==> src/rtl/wb_sram_pkg.sv <==
// ---------------------------------------------------------------------------
// wb_sram_pkg
// Shared definitions for the SRAM Wishbone arbiter slice.
//   - Wishbone width constants (address, data, byte select).
//   - Arbiter state encoding, kept as plain logic [1:0] constants so older
//     code that compares raw state values keeps working.
//   - arb_grant(): maps an arbiter state onto the one-hot grant vector.
// ---------------------------------------------------------------------------
package wb_sram_pkg;

    localparam int WB_ADR_W = 32;
    localparam int WB_DAT_W = 32;
    localparam int WB_SEL_W = 4;

    localparam logic [1:0] ARB_IDLE = 2'd0;
    localparam logic [1:0] ARB_OWN0 = 2'd1;
    localparam logic [1:0] ARB_OWN1 = 2'd2;

    // One-hot owner vector: bit 0 = master 0 owns, bit 1 = master 1 owns.
    function automatic logic [1:0] arb_grant(input logic [1:0] st);
        logic [1:0] g;
        g[0] = (st == ARB_OWN0);
        g[1] = (st == ARB_OWN1);
        return g;
    endfunction

endpackage : wb_sram_pkg

==> src/rtl/wb_sram_arb_prio.sv <==
// ---------------------------------------------------------------------------
// wb_sram_arb_prio
// Combinational tie-break for the two-master SRAM arbiter. Only consulted
// while the arbiter is idle.
//
// Compile switch: WB_SRAM_ARB_RR_EN
//   defined   -> on a tie the master that did NOT own the bus last wins.
//   undefined -> fixed priority, master 0 always wins a tie; last_owner is
//                ignored.
//
// Ports
//   req        in  2  request vector {m1_cyc, m0_cyc}
//   last_owner in  1  index of the master that was granted most recently
//   winner     out 1  index of the master to grant (0 or 1)
// ---------------------------------------------------------------------------
module wb_sram_arb_prio
    import wb_sram_pkg::*;
(
    input  logic [1:0] req,
    input  logic       last_owner,
    output logic       winner
);

`ifdef WB_SRAM_ARB_RR_EN
    // Round-robin pick: a lone requester wins, a tie goes to the non-last owner.
    always_comb begin
        winner = 1'b0;
        case (req)
            2'b01:   winner = 1'b0;
            2'b10:   winner = 1'b1;
            2'b11:   winner = ~last_owner;
            default: winner = 1'b0;
        endcase
    end
`else
    // last_owner has no meaning under fixed priority.
    logic unused_last_owner_s;
    assign unused_last_owner_s = last_owner;

    // Fixed-priority pick: master 1 wins only when it requests alone.
    always_comb begin
        winner = 1'b0;
        case (req)
            2'b01:   winner = 1'b0;
            2'b10:   winner = 1'b1;
            2'b11:   winner = 1'b0;
            default: winner = 1'b0;
        endcase
    end
`endif

endmodule : wb_sram_arb_prio

==> src/rtl/wb_sram_arb2.sv <==
// ---------------------------------------------------------------------------
// wb_sram_arb2
// Two-master Wishbone arbiter in front of the 32-bit slave port of the
// 16-bit SRAM controller. Master 0 is the CPU data port, master 1 a second
// master (instruction fetch, DMA, video). The owner keeps the bus for as
// long as it holds cyc, so locked multi-beat sequences are possible.
//
// Compile switch: WB_SRAM_ARB_RR_EN (round-robin on ties in IDLE; when
// undefined master 0 wins ties and the last-owner register does not exist).
//
// Ports
//   clk, reset                   clock, asynchronous active-high reset
//   m0_cyc_i/stb_i/we_i          master 0 Wishbone control
//   m0_adr_i[31:0], m0_sel_i[3:0], m0_dat_i[31:0]   master 0 request
//   m0_dat_o[31:0], m0_ack_o     master 0 response
//   m1_*                         master 1, same set as master 0
//   s_cyc_o/stb_o/we_o           to SRAM controller
//   s_adr_o[31:0], s_sel_o[3:0], s_dat_o[31:0]      to SRAM controller
//   s_dat_i[31:0], s_ack_i       from SRAM controller
//   grant[1:0]                   one-hot current owner, 2'b00 when idle
// ---------------------------------------------------------------------------
module wb_sram_arb2
    import wb_sram_pkg::*;
(
    input  logic                clk,
    input  logic                reset,

    input  logic                m0_cyc_i,
    input  logic                m0_stb_i,
    input  logic                m0_we_i,
    input  logic [WB_ADR_W-1:0] m0_adr_i,
    input  logic [WB_SEL_W-1:0] m0_sel_i,
    input  logic [WB_DAT_W-1:0] m0_dat_i,
    output logic [WB_DAT_W-1:0] m0_dat_o,
    output logic                m0_ack_o,

    input  logic                m1_cyc_i,
    input  logic                m1_stb_i,
    input  logic                m1_we_i,
    input  logic [WB_ADR_W-1:0] m1_adr_i,
    input  logic [WB_SEL_W-1:0] m1_sel_i,
    input  logic [WB_DAT_W-1:0] m1_dat_i,
    output logic [WB_DAT_W-1:0] m1_dat_o,
    output logic                m1_ack_o,

    output logic                s_cyc_o,
    output logic                s_stb_o,
    output logic                s_we_o,
    output logic [WB_ADR_W-1:0] s_adr_o,
    output logic [WB_SEL_W-1:0] s_sel_o,
    output logic [WB_DAT_W-1:0] s_dat_o,
    input  logic [WB_DAT_W-1:0] s_dat_i,
    input  logic                s_ack_i,

    output logic [1:0]          grant
);

    logic [1:0] state_r;
    logic [1:0] next_state_s;
    logic       winner_s;
    logic       prio_last_s;

    // Tie-break between simultaneous requests seen in IDLE.
    wb_sram_arb_prio u_prio (
        .req        ({m1_cyc_i, m0_cyc_i}),
        .last_owner (prio_last_s),
        .winner     (winner_s)
    );

`ifdef WB_SRAM_ARB_RR_EN
    logic last_owner_r;

    // Remember who entered an OWN state last; reset value 1 lets master 0
    // take the first tie.
    always_ff @(posedge clk or posedge reset) begin
        if (reset) begin
            last_owner_r <= 1'b1;
        end else if (next_state_s == ARB_OWN0) begin
            last_owner_r <= 1'b0;
        end else if (next_state_s == ARB_OWN1) begin
            last_owner_r <= 1'b1;
        end else begin
            last_owner_r <= last_owner_r;
        end
    end

    assign prio_last_s = last_owner_r;
`else
    assign prio_last_s = 1'b1;
`endif

    // Grant state register; reset drops ownership immediately.
    always_ff @(posedge clk or posedge reset) begin
        if (reset) begin
            state_r <= ARB_IDLE;
        end else begin
            state_r <= next_state_s;
        end
    end

    // Next-state logic. On release the waiting master takes over directly;
    // the releasing master has cyc low on that edge, so it can never beat
    // the waiting one.
    always_comb begin
        next_state_s = state_r;
        case (state_r)
            ARB_IDLE: begin
                if (m0_cyc_i || m1_cyc_i) begin
                    next_state_s = winner_s ? ARB_OWN1 : ARB_OWN0;
                end else begin
                    next_state_s = ARB_IDLE;
                end
            end
            ARB_OWN0: begin
                if (m0_cyc_i) begin
                    next_state_s = ARB_OWN0;
                end else if (m1_cyc_i) begin
                    next_state_s = ARB_OWN1;
                end else begin
                    next_state_s = ARB_IDLE;
                end
            end
            ARB_OWN1: begin
                if (m1_cyc_i) begin
                    next_state_s = ARB_OWN1;
                end else if (m0_cyc_i) begin
                    next_state_s = ARB_OWN0;
                end else begin
                    next_state_s = ARB_IDLE;
                end
            end
            default: next_state_s = ARB_IDLE;
        endcase
    end

    // Slave-side request mux: the owner's signals pass straight through,
    // everything is held at zero while idle.
    always_comb begin
        s_cyc_o = 1'b0;
        s_stb_o = 1'b0;
        s_we_o  = 1'b0;
        s_adr_o = {WB_ADR_W{1'b0}};
        s_sel_o = {WB_SEL_W{1'b0}};
        s_dat_o = {WB_DAT_W{1'b0}};
        case (state_r)
            ARB_OWN0: begin
                s_cyc_o = m0_cyc_i;
                s_stb_o = m0_stb_i;
                s_we_o  = m0_we_i;
                s_adr_o = m0_adr_i;
                s_sel_o = m0_sel_i;
                s_dat_o = m0_dat_i;
            end
            ARB_OWN1: begin
                s_cyc_o = m1_cyc_i;
                s_stb_o = m1_stb_i;
                s_we_o  = m1_we_i;
                s_adr_o = m1_adr_i;
                s_sel_o = m1_sel_i;
                s_dat_o = m1_dat_i;
            end
            ARB_IDLE: begin
                s_cyc_o = 1'b0;
                s_stb_o = 1'b0;
            end
            default: begin
                s_cyc_o = 1'b0;
                s_stb_o = 1'b0;
            end
        endcase
    end

    // Grant comes from the registered state, so an ack arriving in the same
    // cycle the owner drops cyc is still routed to that owner.
    assign grant = arb_grant(state_r);

    assign m0_ack_o = s_ack_i & grant[0];
    assign m1_ack_o = s_ack_i & grant[1];

    // Read data is broadcast; only the acked master consumes it.
    assign m0_dat_o = s_dat_i;
    assign m1_dat_o = s_dat_i;

endmodule : wb_sram_arb2
==> config.mk <==
export PLATFORM = sky130hd
export DESIGN_NAME = wb_sram_arb2
export DESIGN_NICKNAME = d
export VERILOG_FILES = /design/src/rtl/wb_sram_pkg.sv /design/src/rtl/wb_sram_arb_prio.sv /design/src/rtl/wb_sram_arb2.sv
export SDC_FILE = /design/constraint.sdc
export NUM_CORES = 1
export LEC_CHECK = 0
export ABC_AREA = 0
export ABC_CLOCK_PERIOD_IN_PS = 1800
export BUFFER_PORTS_ARGS = -buffer_cell sky130_fd_sc_hd__buf_2
export CORE_AREA = 2 2 122 124
export DETAILED_ROUTE_END_ITERATION = 16
export DIE_AREA = 0 0 124 126
export GPL_TIMING_DRIVEN = 1
export PLACE_DENSITY = 0.5
export SKIP_LAST_GASP = 1
export SYNTH_ARGS = -nofsm -noshare
export SYNTH_HDL_FRONTEND = slang
export SYNTH_SLANG_ARGS = --single-unit
export TNS_END_PERCENT = 100
==> constraint.sdc <==
create_clock -name clk -period 1.8 [get_ports clk]
set_input_delay 0.09 -clock clk [delete_from_list [all_inputs] [get_ports clk]]
set_output_delay 0.09 -clock clk [all_outputs]
set_load 0.02 [all_outputs]
== Word level (Yosys, flattened, before mapping) ==
Cells that the tools add are included.
Word-level totals
  register bits: 2
  input port bits: 177
  word-level logic and storage cells: 22
Operators by class
  equality and inequality tests: 3
  mux-type cells: 14
  bitwise logic cells: 2
  reductions and logical operators: 2
Operator list (number)
  $pmux 32 s2: 2
  $mux 2: 5
  $pmux 4 s2: 1
  $pmux 1 s2: 3
  $pmux 2 s3: 1
  $eq 2x2->1 const B: 2
  $and 1x1->1: 2
  $eq 2x1->1 const B: 1
  $logic_not 2->1: 1
  $mux 1: 2
  $logic_or 1x1->1: 1

== Logic depth before layout (Yosys ltp) ==
  depth in word-level cells: 5
  depth in mapped cells: 6
  gate-level depth less buffers: 4

== Hierarchy ==
A second synthesis with hierarchy kept.
Unflattened totals
  cells, all modules: 253
  area, all modules: 1889.3 um^2
By module, submodules not included
  wb_sram_arb2: times used 1, cells an instance 252, area an instance 1875.5 um^2, sequential area each 50.0 um^2
  wb_sram_arb_prio: times used 1, cells an instance 1, area an instance 13.8 um^2, sequential area each 0.0 um^2

== Worst setup path before layout ==
No wires, ideal clock.
  path type: register to output
  start: register state_r[0]
  end: output s_cyc_o
  arrival time: 1.521 ns
  path slack: 0.189 ns
  stages on the path, launching flop included: 7
  cell sequence: dfrtp_1 > inv_1 > ha_1 > buf_6 > buf_8 > a22oi_1 > nor2b_1
Between the ends
  word-level cells in the longest chain between the ends: 2
Ends and longest elaborated chain
  start, declared: line wb_sram_arb2.sv:58  | logic [1:0] state_r;
  start signal, assigned: line wb_sram_arb2.sv:97  | state_r <= next_state_s;
  $eq 2x2->1
  named net grant[1]: line wb_sram_arb2.sv:55  | output logic [1:0] grant
  $pmux 1 s2: line wb_sram_arb2.sv:145  | case (state_r)
  end, declared: line wb_sram_arb2.sv:46  | output logic s_cyc_o,
The timed path passes the listed nets, and every way through them passes these cells.

== Worst setup path after layout ==
  start: register state_r[0]
  end: output s_dat_o[28]
Between the ends
  word-level cells in the longest chain between the ends: 2
Ends and longest elaborated chain
  $eq 2x2->1 / $eq 2x1->1 (equally long branches): line wb_sram_arb2.sv:145
  $pmux 32 s2 *: line wb_sram_arb2.sv:145
  end, declared: line wb_sram_arb2.sv:51  | output logic [WB_DAT_W-1:0] s_dat_o,
Every way passes the cells marked *; elsewhere a longest branch is shown, timed or not.

==> run summary <==
OUTCOME
-----------------------------------------------------------------------------------
Outcome .............................................................. complete, no violations

SETUP PATH
-----------------------------------------------------------------------------------
Flop-to-flop setup slack .............................................       520 ps
Critical register-to-register path endpoint ..........................   state_r[0]
Buffers & Inverters on Critical Path .................................            3
Critical path fanouts, max ...........................................           17
Largest delay contributor family on the critical path ................ buffers and inverters
Critical path arrival ................................................      1660 ps
Category of the worst setup path launch point ........................    flip-flop
R2R cell count .......................................................            4
Critical R2R Launch ..................................................   state_r[0]
Crit path kind ....................................................... flip-flop to primary output
Data required time of the worst path .................................      1710 ps
Cell with the largest stage delay on the worst path .................. sky130_fd_sc_hd__dfrtp_2
Startpoint of the most critical setup path ...........................   state_r[0]
Slowest Stage Delay on Critical Path .................................       440 ps
Critical path capture point type ..................................... primary output
Ordered cell list for the critical path .............................. inv_2 > ha_4 > buf_12 > a22oi_1 > nor2b_1 > buf_2

LAYOUT
-----------------------------------------------------------------------------------
Area growth from synthesis to final layout ...........................        51.8%
Most flops, register .................................................      state_r
Area taken by flip-flops and latches .................................    51.3 um^2
Footprint of the multi-input gates ...................................    1160 um^2
Final Net Count ......................................................          582
Count of placed standard cells in the final layout, fillers left out .          582
Largest registers in the final layout ................................ state_r: 2 flops
Fillcell total .......................................................         1637
Fraction of layout instances using a drive strength above 1 ..........        62.0%
Max reg flops ........................................................            2
Final core utilization ...............................................        20.1%

HOLD PATH
-----------------------------------------------------------------------------------
Worst min-delay path endpoint ........................................   state_r[0]
Hold path startpoint .................................................     m0_cyc_i
Worst hold-check path type ........................................... input port to flip-flop
Worst hold path stage count ..........................................            2

GRT
-----------------------------------------------------------------------------------
Routing layer with the top usage in global route .....................         met2
Global-route wire length before repair ...............................      12.1 mm
Pin count of the biggest net entering global routing .................           33
Global router's overall resource usage ...............................        9.72%
Initial antenna violation count ......................................            1
GR met1 Demand/Resource ..............................................        12.7%
Met2 layer usage reported by global route ............................        15.9%
Global routing usage on met3 .........................................        2.22%
Number of global-route vias before repair ............................         2255
Global route total overflow ..........................................            0

SYNTHESIS
-----------------------------------------------------------------------------------
Post-synthesis sequential area ratio .................................        2.64%
Cell with the most instances after synthesis ......................... sky130_fd_sc_hd__nor2b_1
Cell Area, Synth .....................................................    1890 um^2
Top cell type's share of synthesized area ............................        27.4%
Number of warnings issued by yosys ...................................            0
Distinct cell type count after synthesis .............................           17
Most common flop cell mapped by yosys ................................ sky130_fd_sc_hd__dfrtp_1
Mean instance size in the synthesized netlist ........................    7.66 um^2
Commonest cells post-synth ........................................... sky130_fd_sc_hd__nor2b_1, sky130_fd_sc_hd__buf_4, sky130_fd_sc_hd__a22oi_1
Number of register bits inferred by synthesis ........................            2
Cells taking the most area after synthesis ........................... sky130_fd_sc_hd__buf_4, sky130_fd_sc_hd__a22oi_1, sky130_fd_sc_hd__nor2b_1
Share of synthesized registers carrying an async set or reset ........         100%
Number of enable-type register cells in the synthesized netlist ......            0
Number of cells produced by synthesis ................................          247
Cell accounting for the most synthesized area ........................ sky130_fd_sc_hd__buf_4
Nets in the synthesized netlist ......................................          430

PWR
-----------------------------------------------------------------------------------
Final total power ....................................................    0.00239 W
Leakage power total ..................................................      1.46 nW
Cell Pwr Density .....................................................  831 nW/um^2
Peak ir drop on the vdd network ......................................     0.413 mV

PLACEMENT
-----------------------------------------------------------------------------------
Placed Cells .........................................................          572
Buffers on Ports .....................................................          219
Post-detailed-placement half-perimeter wirelength ....................      6.38 mm
GP Congestion ........................................................        0.699

STA
-----------------------------------------------------------------------------------
Share of the cycle needed by the critical path after routing .........        97.4%
Tightest Pin Transition ..............................................       253 ps
Setup repair after global routing missed its margin ..................         true
Shortest clock period the worst path allows after layout .............      1750 ps
Final setup violating endpoints ......................................            0
Total count of max-transition violations in the final report .........            0
Number of failing hold endpoints at the final stage ..................            0
Final clock skew .....................................................      1.34 ps
Slew headroom ........................................................        83.2%
Maximum clock frequency ..............................................      570 MHz
Sum of negative setup slack ..........................................         0 ps

FLOORPLAN
-----------------------------------------------------------------------------------
DIE AREA .............................................................   15600 um^2
Core area ............................................................   14300 um^2
I/O pin count ........................................................          316
Die X-Extent .........................................................       124 um
Initial standard-cell utilization of the core ........................        13.2%
FP Rows ..............................................................           44
Height of the die ....................................................       126 um

CTS
-----------------------------------------------------------------------------------
H-Tree Level Count ...................................................            1
Root buffer cell ..................................................... sky130_fd_sc_hd__clkbuf_16
CTS Sinks ............................................................            2
Clock tree from TritonCTS ............................................          yes
Number of buffers created by CTS .....................................            3
Bufs on Longest Clock Path ...........................................            2
Source-to-sink clock delay at the later pin of the worst-skew pair ...       220 ps
Clock slew at reported path FFs ......................................        30 ps

ROUTING
-----------------------------------------------------------------------------------
Violation count after the first detailed-route iteration .............           81
Average wire length per cell after detail routing ....................      14.9 um
Number of nets with antenna violations after detailed routing ........            0
Number of DRC violations after detailed routing ......................            0
Mean number of vias per cell .........................................         3.95
DRT Wirelength .......................................................      8.69 mm
Count of vias placed by the detailed router ..........................         2301
Router iterations before antenna repair ..............................            4

RUN
-----------------------------------------------------------------------------------
Max_cap viols ........................................................            0

what timing repair did:
action                                  in CTS  in global routing
gates cloned                                 2                  1
endpoints found under the setup margin      34                 57
hold endpoints to repair                     2                  0
pin swaps                                    0                  1
resized for setup                            5                  5
buffers inserted                             2                  0
hold buffers                                 1                  0
placed cells by master, fill, tap and decap left out:
master / netlist / final
sky130_fd_sc_hd__buf_4: 69 / 7
sky130_fd_sc_hd__dfrtp_2: 0 / 1
sky130_fd_sc_hd__and2_1: 2 / 2
sky130_fd_sc_hd__o311a_1: 1 / 1
sky130_fd_sc_hd__nor2b_1: 72 / 72
sky130_fd_sc_hd__dlygate4sd3_1: 0 / 1
sky130_fd_sc_hd__buf_16: 0 / 2
sky130_fd_sc_hd__ha_4: 0 / 3
sky130_fd_sc_hd__buf_12: 1 / 5
sky130_fd_sc_hd__buf_2: 5 / 217
sky130_fd_sc_hd__buf_6: 4 / 1
sky130_fd_sc_hd__inv_1: 4 / 3
sky130_fd_sc_hd__ha_1: 6 / 3
sky130_fd_sc_hd__a22oi_2: 4 / 4
sky130_fd_sc_hd__inv_2: 0 / 1
sky130_fd_sc_hd__o21ba_2: 1 / 1
sky130_fd_sc_hd__o211a_1: 1 / 1
sky130_fd_sc_hd__clkbuf_16: 0 / 4
sky130_fd_sc_hd__dfrtp_1: 2 / 1
sky130_fd_sc_hd__a22oi_1: 67 / 67
sky130_fd_sc_hd__diode_2: 0 / 1
area by class of cell:
type                            instances  share of cell area (%)
Timing Repair Buffer                  234                    46.6
Multi-Input combinational cell        154                    40.3
Tap cell                              184                    8.01
Clock buffer                            3                    2.61
Sequential cell                         2                    1.79
Inverter                                4                   0.523
Antenna cell                            1                  0.0871
power breakdown:
part / leakage (nW) / total [W] / internal [W] / switching, W
combinational: 1.39 / 0.00199 / 0.000911 / 0.00108
clock: 0.0370 / 0.000336 / 0.000283 / 0.0000528
sequential: 0.0244 / 0.0000655 / 0.0000546 / 0.0000109
total: 1.46 / 0.00239 / 0.00125 / 0.00114
through the flow:
step	instance area [um^2]	setup WS [ps]	hold slack [ps]
2_1_floorplan	1890	189	-169
3_3_place_gp	2650	169	-48.7
3_5_place_dp	2650	115	-51.9
4_1_cts	2830	-52.3	122
5_1_grt	2870	-53.4	128
6_report	2870	46.8	126
worst max-delay path by stage:
stage                       end  slack, ps  depth (start not counted)
floorplan               s_cyc_o        190                          6
global placement    s_dat_o[26]        170                          6
detailed placement  s_dat_o[28]        120                          6
CTS                 s_dat_o[28]        -50                          5
global route        s_dat_o[28]        -50                          6
finish              s_dat_o[28]         50                          6
cells by family after synthesis:
logic type                 share of synthesized area, %
AOI/OAI and AO/OA                                  30.8
adders and majority gates                          3.97
buffers and inverters                              38.1
and+or+nand+nor                                    24.5
DFF                                                2.64
layer usage:
metal / vias to the layer above / share of wire, % / wire [um]
met4: 0 / 1.7 / 144
met2: 142 / 47 / 4050
met1: 1035 / 42 / 3690
met5: - / 0 / 0
met3: 21 / 9.2 / 799
li1: 1103 / - / -
(Power assumes the default switching activity.)
